<file path="src/rtl/fnd_scan_controller.sv">
// rtl/fnd_scan_controller.sv - time-multiplexed 7-segment display scan driver
module fnd_scan_controller #(
  parameter int DIGITS     = 4,
  parameter int CLK_DIV    = 100000,
  parameter int BLANK_CYC  = 0,
  parameter int ACTIVE_LOW = 1,
  parameter int HEX_EN     = 1,
  parameter int LZ_BLANK   = 1,
  localparam int IDX_W     = (DIGITS > 2) ? $clog2(DIGITS) : 1,
  localparam int PRESC_W   = $clog2(CLK_DIV)
) (
  input  logic                  i_clk,
  input  logic                  i_reset,
  input  logic                  i_En,
  input  logic                  i_load,
  input  logic [4*DIGITS-1:0]   i_value,
  input  logic [DIGITS-1:0]     i_dp,
  output logic [DIGITS-1:0]     o_digit,
  output logic [7:0]            o_font,
  output logic [IDX_W-1:0]      o_scan_idx
);

  localparam logic AL = (ACTIVE_LOW != 0);
  localparam logic [PRESC_W-1:0] PRESC_LAST = PRESC_W'(CLK_DIV - 1);
  localparam logic [IDX_W-1:0]   IDX_LAST   = IDX_W'(DIGITS - 1);

  logic [PRESC_W-1:0]  presc_q, presc_d;
  logic [IDX_W-1:0]    idx_q, idx_d;
  logic [4*DIGITS-1:0] val_q, val_d;
  logic [DIGITS-1:0]   dp_q, dp_d;
  logic [DIGITS-1:0]   digit_q, digit_d;
  logic [7:0]          font_q, font_d;
  logic [IDX_W-1:0]    scan_q, scan_d;

  logic                in_blank;
  logic [DIGITS-1:0]   lz_mask;
  logic [3:0]          nib;
  logic                dp_bit;
  logic                lz_bit;
  logic [6:0]          seg;
  logic [DIGITS-1:0]   digit_l;

  function automatic logic [6:0] font7(input logic [3:0] n);
    logic [6:0] f;
    case (n)
      4'h0: f = 7'h3F;  4'h1: f = 7'h06;  4'h2: f = 7'h5B;  4'h3: f = 7'h4F;
      4'h4: f = 7'h66;  4'h5: f = 7'h6D;  4'h6: f = 7'h7D;  4'h7: f = 7'h07;
      4'h8: f = 7'h7F;  4'h9: f = 7'h6F;  4'hA: f = 7'h77;  4'hB: f = 7'h7C;
      4'hC: f = 7'h39;  4'hD: f = 7'h5E;  4'hE: f = 7'h79;  default: f = 7'h71;
    endcase
    if (HEX_EN == 0 && n > 4'd9) f = 7'h40;
    return f;
  endfunction

  // Anti-ghost window: the first BLANK_CYC clocks of each slot drive no digit.
  if (BLANK_CYC > 0) begin : g_blank
    assign in_blank = (presc_q < PRESC_W'(BLANK_CYC));
  end else begin : g_noblank
    assign in_blank = 1'b0;
  end

  // lz_mask[k]: nibble k and every nibble above it are zero; digit 0 always shows.
  always_comb begin
    logic all_zero;
    all_zero   = 1'b1;
    lz_mask    = '0;
    for (int k = DIGITS - 1; k > 0; k--) begin
      all_zero   = all_zero && (val_q[4*k +: 4] == 4'd0);
      lz_mask[k] = all_zero && (LZ_BLANK != 0);
    end
  end

  always_comb begin
    presc_d = presc_q + PRESC_W'(1);
    idx_d   = idx_q;
    if (presc_q == PRESC_LAST) begin
      presc_d = '0;
      idx_d   = (idx_q == IDX_LAST) ? '0 : idx_q + IDX_W'(1);
    end

    val_d = i_load ? i_value : val_q;
    dp_d  = i_load ? i_dp    : dp_q;

    nib     = 4'd0;
    dp_bit  = 1'b0;
    lz_bit  = 1'b0;
    digit_l = '0;
    for (int k = 0; k < DIGITS; k++) begin
      if (idx_q == IDX_W'(k)) begin
        nib        = val_q[4*k +: 4];
        dp_bit     = dp_q[k];
        lz_bit     = lz_mask[k];
        digit_l[k] = 1'b1;
      end
    end

    seg = lz_bit ? 7'h00 : font7(nib);
    if (in_blank) digit_l = '0;

    digit_d = digit_l ^ {DIGITS{AL}};
    font_d  = {dp_bit, seg} ^ {8{AL}};
    if (!i_En) begin
      digit_d = {DIGITS{AL}};
      font_d  = {8{AL}};
    end
    scan_d = idx_q;
  end

  always_ff @(posedge i_clk) begin
    if (i_reset) begin
      presc_q <= '0;
      idx_q   <= '0;
      val_q   <= '0;
      dp_q    <= '0;
      digit_q <= {DIGITS{AL}};
      font_q  <= {8{AL}};
      scan_q  <= '0;
    end else begin
      presc_q <= presc_d;
      idx_q   <= idx_d;
      val_q   <= val_d;
      dp_q    <= dp_d;
      digit_q <= digit_d;
      font_q  <= font_d;
      scan_q  <= scan_d;
    end
  end

  assign o_digit    = digit_q;
  assign o_font     = font_q;
  assign o_scan_idx = scan_q;

endmodule

</file>
<file path="config.mk">
export PLATFORM = sky130hd
export DESIGN_NAME = fnd_scan_controller
export DESIGN_NICKNAME = d
export VERILOG_FILES = /design/src/rtl/fnd_scan_controller.sv
export SDC_FILE = /design/constraint.sdc
export NUM_CORES = 1
export LEC_CHECK = 0
export ABC_CLOCK_PERIOD_IN_PS = 5900
export CAP_MARGIN = 10
export CORE_UTILIZATION = 55
export CTS_CLUSTER_DIAMETER = 30
export DETAILED_ROUTE_END_ITERATION = 8
export PLACE_DENSITY = 0.87
export SLEW_MARGIN = 20
export SYNTH_ARGS = -nofsm -noshare
export SYNTH_HDL_FRONTEND = slang
export SYNTH_SLANG_ARGS = --single-unit
</file>
<file path="constraint.sdc">
create_clock -name i_clk -period 5.9 [get_ports i_clk]
set_input_delay 1.475 -clock i_clk [delete_from_list [all_inputs] [get_ports i_clk]]
set_output_delay 1.475 -clock i_clk [all_outputs]
set_load 0.02 [all_outputs]
</file>
==> results.json <==
{
  "overflow": 0,
  "fin_worst_skew_ps": 3.86,
  "initial_utilization": 0.590,
  "numPortBuffers": 37,
  "die_x_um": 68.4,
  "grt_pass1_vias": 1683,
  "htreeDepth": 2,
  "pwr_density_cell_mw_per_mm2": 228,
  "hold_violations": 0,
  "place_hpwl_um": 3310,
  "slew_headroom": 0.618,
  "clkLatencyLatePin_ps": 300,
  "first_pass_iters": 5,
  "path_cells": "clkdlybuf4s50_1 > buf_4 > nor2b_1 > a21boi_1 > o221ai_1",
  "tightest_slew_ps": 573,
  "drive_gt1_frac": 0.0753,
  "crit_arrival_ps": 3180,
  "timing.final.ws_setup_ps": 2870,
  "critPathMaxStageDelay_ps": 520,
  "dieArea_mm2": 0.00468,
  "min_path_type": "flip-flop to flip-flop",
  "cts.sinks": 53,
  "routed_wl_um": 4610,
  "synth_edf_count": 0,
  "gp_congestion": 0.840,
  "cp_slowest_cell": "a21boi_1",
  "hold_buffers": 0,
  "wl_per_cell_um": 13.5,
  "synthToLayoutAreaGrowth_pct": 18.3,
  "critPathKind": "input port to flip-flop",
  "antenna_cells": 0,
  "clk_pin_slew_ps": 90,
  "fin_tns_setup_ps": 0,
  "avgSynthCellArea_um2": 9.41,
  "ant_nets": 0,
  "mostFrequentLayoutCell": "dfxtp_1",
  "grt_max_degree": 29,
  "final_cell_mix": "dfxtp_1, nor2_1, clkdlybuf4s50_1",
  "num_io_pins": 38,
  "maxCapViolations": 0,
  "cts-root-buf": "clkbuf_8",
  "synth-seq-cells": 53,
  "startpoint_type": "input port",
  "vdd.ir_drop.worst_mv": 0.136,
  "grt_pass1_wl_um": 7760,
  "synthArstFlopShare": 0,
  "synth_nets": 293,
  "die_h_um": 68.4,
  "dr.first_iter.drc_count": 134,
  "cts_tree": "done",
  "post_cts_resized": 0,
  "finalSetupViolations": 0,
  "rows": 23,
  "critPathTopFamily": "compound AO/OA/AOI/OAI gates",
  "rsz0062_at_grt": "false",
  "slew_viol_final": 0,
  "yosys_warnings": 0,
  "fin_nets": 326,
  "max_freq_mhz": 330,
  "finalCritPeriodShare": 0.514,
  "coreArea_mm2": 0.00412,
  "vias": 1823,
  "synth.distinct_cells": 48,
  "grt_usage": 0.226,
  "seq_area_frac_synth": 0.437,
  "finalCriticalPeriod_ps": 3030,
  "syn_area_mm2": 0.00243,
  "numCtsBuffers": 5,
  "cp_max_fo": 28,
  "place_ws_ps": 2550,
  "antenna_found_initial": 0,
  "p_leak_nw": 1.10,
  "ys.flop_type": "dfxtp_1",
  "clk_path_buf_depth": 2,
  "drc": 0,
  "drt-vias-per-instance": 5.33,
  "postCtsSetupBuffers": 0,
  "cp.buffers_inverters": 2,
  "syn-instance-count": 258,
  "worstPathRequired_ps": 6050,
  "fillerInstances": 338,
  "outcome": "completed",
  "cp-end-kind": "flip-flop"
}
## layer usage
layer  up-vias  part of all wire  GRT usage  wire, um
met5         -                 0          0         0
met4         0             0.011     0.0677        53
met3         7             0.043     0.0533       200
met2        40              0.49      0.393      2260
met1       833              0.45      0.272      2090
li1        943                 -          -         -
## worst reg2reg max path: stages (launching register included)
cell and delay [ps]:
dfxtp_1 400, ha_1 520, or3b_2 210, o21ai_0 70, a31oi_1 440, inv_1 170
ha_1 300, or2_2 300, o211ai_1 90, o211ai_1 110
## synthesized netlist by cell type, types with 2 or more instances
cell type  instances  area, um^2
nand2b_1           2        12.5
nand4_1            2        12.5
o221ai_1           2        17.5
mux2i_1           21         210
nand3_1            9        45.0
and3_1             2        12.5
o211ai_1           3        22.5
nor4_2             2        25.0
inv_1              7        26.3
and4_1             2        17.5
nand2_1           20        75.1
nor3_1             4        20.0
buf_6              2        22.5
ha_1              11         138
nor4_1             2        12.5
nor2b_1            4        25.0
xnor2_1            8        70.1
clkbuf_1           5        18.8
nor3b_1            3        22.5
buf_4              2        15.0
xor2_1             7        61.3
buf_2              3        15.0
nor2_1            45         169
a21oi_1            8        40.0
dfxtp_1           53        1060
o21ai_0            4        20.0
nand3b_1           4        30.0
## sequential cells by signal, summed over array words and instances (netlist names)
register / count
presc_q: 17
idx_q: 2
o_scan_idx: 2
o_font: 8
val_q: 16
o_digit: 4
dp_q: 4
## path summary, 6_finish.rpt
check	startpoint	end	slack (ps)	cells past startpoint
setup / recovery	i_reset	o_font[6]	2870	5
hold / removal	presc_q[0]	presc_q[0]	470	1
setup reg to reg	idx_q[1]	o_font[3]	3140	9
hold reg to reg	presc_q[0]	presc_q[0]	470	1
## per-stage QoR
stage               area (um^2)  std cells  total power [W]  utilization  hold slack [ps]
finish                     2870        342         0.000653        0.698              473
global route               2870        342         0.000685        0.698              498
CTS                        2880        342         0.000658        0.699              469
detailed placement         2800        334         0.000467        0.680              449
global placement           2800        334         0.000465        0.680              446
floorplan                  2430        258         0.000436            -              430
## layout make-up
cell class,instances,area (um^2),share of cell area
clock buffers,8,80.1,0.0279
repair buffers,38,373,0.130
well taps,50,62.6,0.0218
multi-input cells,185,1260,0.441
flip-flops and latches,53,1060,0.370
inverters,8,30.0,0.0105
## cells by family (layout without fill, tap and decap cells)
logic type	Yosys count	count (layout)	synth area share
multiplexers	21	21	0.0866
adder cells (fa/ha/maj)	11	11	0.0567
AO/OA/AOI/OAI	26	26	0.0851
buffers and inverters	20	54	0.0417
XOR/XNOR	15	15	0.0541
flip-flops	53	53	0.437
AND/OR/NAND/NOR	112	112	0.239
## where the power goes
part            total, W  switching [W]  leakage, nW  internal [W]
registers       0.000379     0.00000831        0.434      0.000371
logic          0.0000791      0.0000376        0.628     0.0000415
clock network   0.000195       0.000110       0.0395     0.0000846
No activity file was read; power rests on OpenSTA's default activity.
